--- src/rtl/branch_predict_unit.sv ---
// Branch prediction and resolution unit: direct-mapped BTB with 2-bit direction
// counters for IF lookup, EX-stage redirect/flush, sticky halt and mispredict counter.
module branch_predict_unit #(
  parameter int PC_W    = 9,
  parameter int ENTRIES = 16,
  parameter int CNT_W   = 16
) (
  input  logic             clk,
  input  logic             reset,
  input  logic [PC_W-1:0]  if_pc,
  output logic             pred_taken,
  output logic [PC_W-1:0]  pred_next,
  input  logic             ex_valid,
  input  logic [PC_W-1:0]  ex_pc,
  input  logic [31:0]      ex_imm,
  input  logic             ex_branch,
  input  logic             ex_jump,
  input  logic             ex_jumpreg,
  input  logic             ex_halt,
  input  logic [31:0]      ex_alu_result,
  input  logic [PC_W-1:0]  ex_pred_next,
  output logic [31:0]      pc_four,
  output logic             redirect,
  output logic [PC_W-1:0]  redirect_pc,
  output logic             flush,
  output logic             halted,
  output logic [CNT_W-1:0] mispredict_count
);

  localparam int IDX_W = $clog2(ENTRIES);
  localparam int TAG_W = PC_W - IDX_W - 2;
  localparam logic [PC_W-1:0]  PC_INC   = PC_W'(32'd4);
  localparam logic [PC_W-1:0]  LSB_MASK = {{(PC_W-1){1'b1}}, 1'b0};
  localparam logic [CNT_W-1:0] CNT_MAX  = {CNT_W{1'b1}};

  typedef enum logic [0:0] {ST_RUN = 1'b0, ST_HALTED = 1'b1} state_e;

  state_e             state_q, state_d;
  logic [PC_W-1:0]    halt_pc_q, halt_pc_d;
  logic [CNT_W-1:0]   cnt_q, cnt_d;
  logic [ENTRIES-1:0] valid_q, valid_d;
  logic [TAG_W-1:0]   tag_q    [ENTRIES];
  logic [TAG_W-1:0]   tag_d    [ENTRIES];
  logic [PC_W-1:0]    target_q [ENTRIES];
  logic [PC_W-1:0]    target_d [ENTRIES];
  logic [1:0]         ctr_q    [ENTRIES];
  logic [1:0]         ctr_d    [ENTRIES];

  logic [IDX_W-1:0] if_idx, ex_idx;
  logic [TAG_W-1:0] if_tag, ex_tag;
  logic             if_hit, ex_hit, ex_ctrl, ex_is_jump;
  logic             ex_taken, do_resolve, do_halt, mispredict;
  logic [PC_W-1:0]  ex_target, actual_next;
  logic             unused_s;

  function automatic logic [1:0] ctr_step(input logic [1:0] c, input logic up);
    if (up) begin
      ctr_step = (c == 2'b11) ? 2'b11 : c + 2'b01;
    end else begin
      ctr_step = (c == 2'b00) ? 2'b00 : c - 2'b01;
    end
  endfunction

  assign unused_s = ^{ex_imm[31:PC_W], ex_alu_result[31:PC_W]};

  assign if_idx = if_pc[IDX_W+1:2];
  assign if_tag = if_pc[PC_W-1:IDX_W+2];
  assign ex_idx = ex_pc[IDX_W+1:2];
  assign ex_tag = ex_pc[PC_W-1:IDX_W+2];
  assign if_hit = valid_q[if_idx] & (tag_q[if_idx] == if_tag);
  assign ex_hit = valid_q[ex_idx] & (tag_q[ex_idx] == ex_tag);
  assign ex_ctrl    = ex_branch | ex_jump | ex_jumpreg;
  assign ex_is_jump = ex_jump | ex_jumpreg;

  assign pc_four = {{(32-PC_W){1'b0}}, ex_pc} + 32'd4;
  assign halted  = (state_q == ST_HALTED);
  assign mispredict_count = cnt_q;

  // IF-stage lookup against the pre-update BTB contents
  always_comb begin
    pred_taken = if_hit & ctr_q[if_idx][1];
    if (pred_taken) begin
      pred_next = target_q[if_idx];
    end else begin
      pred_next = if_pc + PC_INC;
    end
  end

  // EX-stage resolution of the actual next PC; JALR wins over JAL over branch
  always_comb begin
    ex_target = ex_pc + ex_imm[PC_W-1:0];
    ex_taken  = 1'b0;
    if (ex_jumpreg) begin
      ex_taken  = 1'b1;
      ex_target = ex_alu_result[PC_W-1:0] & LSB_MASK;
    end else if (ex_jump) begin
      ex_taken = 1'b1;
    end else if (ex_branch) begin
      ex_taken = ex_alu_result[0];
    end else begin
      ex_taken = 1'b0;
    end
    actual_next = ex_taken ? ex_target : ex_pc + PC_INC;
    do_halt     = ex_valid & (state_q == ST_RUN) & ex_halt;
    do_resolve  = ex_valid & (state_q == ST_RUN) & ~ex_halt;
    mispredict  = do_resolve & (actual_next != ex_pred_next);
  end

  // FSM next state, redirect outputs, BTB and counter next values
  always_comb begin
    state_d     = state_q;
    halt_pc_d   = halt_pc_q;
    valid_d     = valid_q;
    tag_d       = tag_q;
    target_d    = target_q;
    ctr_d       = ctr_q;
    cnt_d       = (mispredict && (cnt_q != CNT_MAX)) ? cnt_q + CNT_W'(1'b1) : cnt_q;
    redirect    = 1'b0;
    redirect_pc = actual_next;

    case (state_q)
      ST_RUN: begin
        if (do_halt) begin
          state_d     = ST_HALTED;
          halt_pc_d   = ex_pc;
          redirect    = 1'b1;
          redirect_pc = ex_pc;
        end else begin
          redirect = mispredict;
        end
      end
      ST_HALTED: begin
        redirect    = 1'b1;
        redirect_pc = halt_pc_q;
      end
      default: begin
        state_d = ST_RUN;
      end
    endcase

    if (reset) begin
      redirect = 1'b0;
    end else begin
      redirect = redirect;
    end
    flush = redirect;

    if (do_resolve && ex_ctrl) begin
      if (ex_hit) begin
        target_d[ex_idx] = ex_taken ? ex_target : target_q[ex_idx];
        ctr_d[ex_idx]    = ex_is_jump ? 2'b11 : ctr_step(ctr_q[ex_idx], ex_taken);
      end else if (ex_taken) begin
        valid_d[ex_idx]  = 1'b1;
        tag_d[ex_idx]    = ex_tag;
        target_d[ex_idx] = ex_target;
        ctr_d[ex_idx]    = ex_is_jump ? 2'b11 : 2'b10;
      end else begin
        valid_d[ex_idx] = valid_q[ex_idx];
      end
    end else if (do_resolve && ex_hit) begin
      // a non-control instruction matched the tag: the entry is stale
      valid_d[ex_idx] = 1'b0;
    end else begin
      valid_d[ex_idx] = valid_q[ex_idx];
    end
  end

  // State registers with synchronous reset
  always_ff @(posedge clk) begin
    if (reset) begin
      state_q   <= ST_RUN;
      halt_pc_q <= {PC_W{1'b0}};
      cnt_q     <= {CNT_W{1'b0}};
      valid_q   <= {ENTRIES{1'b0}};
      for (int i = 0; i < ENTRIES; i++) begin
        tag_q[i]    <= {TAG_W{1'b0}};
        target_q[i] <= {PC_W{1'b0}};
        ctr_q[i]    <= 2'b01;
      end
    end else begin
      state_q   <= state_d;
      halt_pc_q <= halt_pc_d;
      cnt_q     <= cnt_d;
      valid_q   <= valid_d;
      for (int i = 0; i < ENTRIES; i++) begin
        tag_q[i]    <= tag_d[i];
        target_q[i] <= target_d[i];
        ctr_q[i]    <= ctr_d[i];
      end
    end
  end

endmodule

--- config.mk ---
export PLATFORM = sky130hd
export DESIGN_NAME = branch_predict_unit
export DESIGN_NICKNAME = d
export VERILOG_FILES = /design/src/rtl/branch_predict_unit.sv
export SDC_FILE = /design/constraint.sdc
export NUM_CORES = 1
export LEC_CHECK = 0
export BUFFER_PORTS_ARGS = -buffer_cell sky130_fd_sc_hd__buf_2
export CAP_MARGIN = 20
export CORE_ASPECT_RATIO = 1.5
export CORE_MARGIN = 8
export CORE_UTILIZATION = 60
export DETAILED_ROUTE_END_ITERATION = 12
export MAX_ROUTING_LAYER = met4
export PLACE_DENSITY = 0.89
export SLEW_MARGIN = 20
export SYNTH_ARGS = -nofsm -noshare
export SYNTH_HDL_FRONTEND = slang
export SYNTH_SLANG_ARGS = --single-unit
--- constraint.sdc ---
create_clock -name clk -period 6.6 [get_ports clk]
set_input_delay 1.32 -clock clk [delete_from_list [all_inputs] [get_ports clk]]
set_output_delay 1.32 -clock clk [all_outputs]
set_load 0.1 [all_outputs]
======== Word level (Yosys, flattened, before mapping) ========
Cells that the tools add are included.
operators by class
  add/sub/neg operators ................... 7
  multiply operators ...................... 0
  divide/modulo/power cells ............... 0
  magnitude comparators ................... 6
  equality and inequality tests ........... 6
  shifts and indexed selects .............. 0
  mux-type cells .......................... 65
  bitwise operators ....................... 18
  reduce and logical (&&, ||, !) cells .... 10
operators by type and width
  cell                     number
  $bwmux W144              2
  $mux W144                2
  $mux W9                  10
  $bmux W9 S4              2
  $bwmux W32               2
  $mux W16                 4
  $mux W32                 2
  $bwmux W48               1
  $demux W9 S4             1
  $bmux W3 S4              2
  $mux W2                  11
  $add A9 B3 Y9 const B    2
  $pmux W9 S2              1
  $add A16 B1 Y16 const B  1
  $and A16 B16 Y16         1
  $bmux W2 S4              2
  $bwmux W16               1
  $ne A16 B16 Y1 const B   1
  $not A16 Y16             1
  $or A16 B16 Y16          1
  $mux W3                  5
  $demux W3 S4             1
  $mux W1                  11
  $add A9 B3 Y10 const B   1
  other kinds (24)         44
storage, ports and cells
  register bits ........................... 266
  bits in latches ......................... 0
  memory bits (writable) .................. 0
  memory bits (read-only) ................. 0
  bits of input ports ..................... 98
  word-level logic and storage cells ...... 164
  memories kept ........................... 0

======== Depth between registers and ports, before layout ========
  word-level depth ........................ 12
  depth in mapped cells ................... 17
  mapped depth without buffers ............ 11

======== Worst setup path before layout ========
OpenSTA, ideal clock, no wires.
  path type ............................... input to output
  start ................................... input port ex_pc[3]
  end ..................................... output port redirect_pc[7]
  data arrival time ....................... 7.135 ns
  data required time ...................... 5.280 ns
  path slack .............................. -1.855 ns
  stages .................................. 7
  cells stage by stage .................... buf_4 -> buf_4 -> nand3_2 -> nor2_1 -> xor2_1 -> nor2_1 -> o311ai_0
on the way
  word-level cells in the longest chain between the ends .. 5
  elaborated cells on any way between the ends .. 6
RTL lines
  element          RTL line  RTL
  start, declared  14        input logic [PC_W-1:0] ex_pc,
  $add A9 B9 Y9    91        ex_target = ex_pc + ex_imm[PC_W-1:0];
  $mux W9          93        if (ex_jumpreg) begin
  $mux W9 (*)      103       actual_next = ex_taken ? ex_target : ex_pc + PC_INC;
  $mux W9 (*)      123       if (do_halt) begin
  $pmux W9 S2 (*)  121       case (state_q)
  end, declared    24        output logic [PC_W-1:0] redirect_pc,
Mark *: on every way between the ends. The rest lies on a longest branch, timed or not.

======== Worst setup path in the final report ========
  start ................................... input port ex_pc[0]
  end ..................................... output port redirect
on the way
  word-level cells in the longest chain between the ends .. 8
  elaborated cells on any way between the ends .. 9
RTL lines
  element            RTL line  RTL
  $add A9 B9 Y9      91
  $mux W9            93
  $mux W9 (*)        103
  $ne A9 B9 Y1 (*)   106       mispredict = do_resolve & (actual_next != ex_pred_next);
  $and A1 B1 Y1 (*)  106
  $mux W1 (*)        123
  $pmux W1 S2 (*)    121
  $mux W1 (*)        141       if (reset) begin
  end, declared      23        output logic redirect,
Marked as above.

==> impl_metrics.py <==
metrics = {
    "die": {
        "dieHeight_um": 213,
        "die_area_mm2": 0.0313,
        "coreArea_mm2": 0.0256,
        "placementRows": 72,
        "start_util": 0.604,
        "pin_count": 168,
        "die_w_um": 147,
    },
    "min_path": {
        "hold-path-endpoint": "halt_pc_q[6]",
        "hold_start": "halt_pc_q[6]",
        "whs_path_depth": 2,
        "hold_class": "reg -> reg",
    },
    "sta": {
        "fin_crit_ns": 6.05,
        "holdWs_ns": 0.455,
        "slew_headroom": 0.305,
        "setup_tns_ns": 0,
        "worst_pin_slew_ns": 1.03,
        "drv_slew": 0,
        "rsz0062_at_grt": "no",
        "fmax_mhz": 165,
        "fin_skew_ns": 0.0259,
        "finalCritPeriodShare": 0.917,
        "finalHoldViolations": 0,
        "finalSetupViolCount": 0,
    },
    "cts": {
        "cts_buffers": 26,
        "post_cts_buffers": 0,
        "insertion_delay_ns": 0.58,
        "clk_pin_slew_ns": 0.06,
        "cts_tree": "yes",
        "clock_path_buffers": 3,
        "cts_num_sinks": 266,
        "htreeDepth": 1,
        "cts-resized-gates": 0,
        "hold_buffers": 0,
        "root_buffer": "clkbuf_16",
    },
    "yosys": {
        "synthDistinctLibCells": 73,
        "synth.avg_cell_area_um2": 9.54,
        "yosysSeqAreaShare": 0.345,
        "async_flop_share": 0,
        "synth-edff-count": 0,
        "yosys.area.top_type": "dfxtp_1",
        "synth.cell_area_mm2": 0.0155,
        "synth-main-ff-cell": "dfxtp_1",
        "synth_commonest_cells": "dfxtp_1, nor2_1, a21oi_1",
        "ys_ff_latch": 266,
        "netlist_instances": 1621,
        "synth.area.top_cells": "dfxtp_1, mux4_2, a21oi_1",
        "ys.warnings.count": 0,
        "yosysTopAreaCellShare": 0.345,
        "yosysMostFrequentCell": "dfxtp_1",
    },
    "worst_setup_path": {
        "start_kind": "input pin",
        "cp_slowest_cell": "a311oi_1",
        "critPathKind": "in -> out",
        "r2r-start": "tag_q[0]",
        "cp.arrival_ns": 4.73,
        "critPathMaxStageDelay_ns": 0.55,
        "worstPathRequired_ns": 5.28,
        "reg2reg_slack_ns": 2.78,
        "crit_path_max_fanout": 4,
        "r2r.worst_path.cells": 8,
        "worstSetupEndpointType": "output port",
        "crit_chain": "buf_2, ha_1, fa_1, and3_1, or3_1, a311oi_1, nor3_1, nor3_1, or3b_2, o41ai_4, a21oi_4, buf_2",
        "r2r_end": "target_q[90]",
    },
    "routing": {
        "wl_mm": 49.7,
        "initialDrtViolationCount": 2151,
        "vias_per_cell": 7.02,
        "highest_layer": "met4",
        "drc": 0,
        "met1_length_mm": 16.6,
        "drt-pass1-iter-count": 9,
        "wire_per_inst_um": 25.0,
        "vias": 14000,
        "ant_nets": 0,
        "dr_wl_met2_mm": 22.8,
        "wl_met3_mm": 6.10,
    },
    "power_and_ir_drop": {
        "ir_worst_vdd_v": 0.000194,
        "leakage_uw": 0.00648,
        "cellPowerDensity_mw_per_mm2": 238,
    },
    "global_route": {
        "antenna_found_initial": 5,
        "grt_pass1_vias": 13800,
        "grt_max_degree": 241,
        "grt_overflow_total": 0,
        "grt_pass1_wl_mm": 75.4,
        "track_usage": 0.311,
    },
    "place": {
        "gp_congestion": 0.944,
        "io_buffers": 99,
        "dp_hpwl_mm": 30.9,
    },
    "layout": {
        "final_nets": 1745,
        "drive_gt1_frac": 0.250,
        "syn2layout_area_growth_pct": 10.7,
    },
    "run_status": {
        "status": "finished, final reports clean",
    },
    "run": {
        "cap_violations": 0,
    },
}
==> power breakdown <==
| group | switching [uW] | internal [uW] | total (uW) |
|---|---|---|---|
| registers | 16.9 | 1620 | 1640 |
| clock network | 672 | 1060 | 1730 |
| logic | 515 | 184 | 699 |
| total | 1200 | 2870 | 4070 |
==> sequential cells by signal (all words and copies together), names as in the netlist <==
signal	count
halted	1
tag_q	48
mispredict_count	16
valid_q	16
target_q	144
halt_pc_q	9
ctr_q	32
==> worst max-delay path by stage <==
stage	from	to	slack, ns	cells after the start
finish	ex_pc[0]	redirect	0.55	12
global placement	ex_pc[0]	flush	0.58	12
global route	ex_pc[0]	redirect	0.38	12
CTS	ex_pc[0]	flush	0.54	12
floorplan	ex_pc[2]	redirect_pc[6]	0.001	6
detailed placement	ex_pc[0]	flush	0.55	12
==> per-stage QoR <==
| step | setup WS (ns) | area (um^2) | utilization | std cells | power, uW |
|---|---|---|---|---|---|
| after global routing | 0.380 | 17100 | 0.669 | 1990 | 4170 |
| after global placement | 0.578 | 16100 | 0.629 | 1936 | 2350 |
| after floorplan | 0.00101 | 15600 | - | 1642 | 2220 |
| after CTS | 0.538 | 17100 | 0.667 | 1984 | 4030 |
| after detailed placement | 0.548 | 16100 | 0.629 | 1936 | 2350 |
| final | 0.546 | 17100 | 0.669 | 1990 | 4070 |
==> cells by family after synthesis <==
group	count (synthesis)	share of synthesized area
compound gates	319	0.118
xor+xnor	29	0.0169
fa+ha+maj	16	0.0133
buf+inv	182	0.0588
flops	266	0.345
mux	224	0.256
other cells	1	0.000243
simple gates	584	0.192
==> layer usage <==
layer | GRT usage | vias up
met4 | 0.240 | 0
met3 | 0.0701 | 314
li1 | - | 5887
met2 | 0.487 | 1140
met5 | - | -
met1 | 0.342 | 6635
==> cell type report <==
cell class | instances | area (um^2)
Multi-Input combinational cell | 1194 | 9370
Fill cell | 1794 | 8470
Sequential cell | 266 | 5330
Timing Repair Buffer | 139 | 980
Clock buffer | 37 | 783
Tap cell | 333 | 417
Clock inverter | 11 | 205
Inverter | 5 | 20.0
Antenna cell | 5 | 12.5
==> worst max-delay path: cells and delay by family <==
family,cells,cell delay (ns)
adders and majority gates,2,0.66
and+or+nand+nor,5,1.34
AOI/OAI and AO/OA,3,0.97
buffers and inverters,2,0.43
==> placed cells by master, fill, tap and decap left out, types with 8 or more instances in the layout <==
cell type	Yosys	layout
nand2_1	128	128
mux4_2	133	133
nand3b_1	17	17
a21oi_1	175	174
xnor2_1	11	10
xor2_1	17	17
buf_4	43	41
mux2_2	8	8
dfxtp_1	266	266
and2_1	15	15
a211oi_1	18	18
nor3_2	50	51
buf_12	0	10
nor2b_1	11	11
nor3_1	62	61
mux2_4	8	8
buf_2	34	86
clkbuf_8	0	8
ha_1	14	13
mux2i_1	71	71
o21ai_1	7	12
nand3_1	64	64
and3_1	14	14
conb_1	1	22
o211ai_1	9	9
clkbuf_16	0	27
or3_1	12	12
nor2_1	182	182
o21ai_0	72	67
Note: power is estimated with default switching activity, not from simulation.
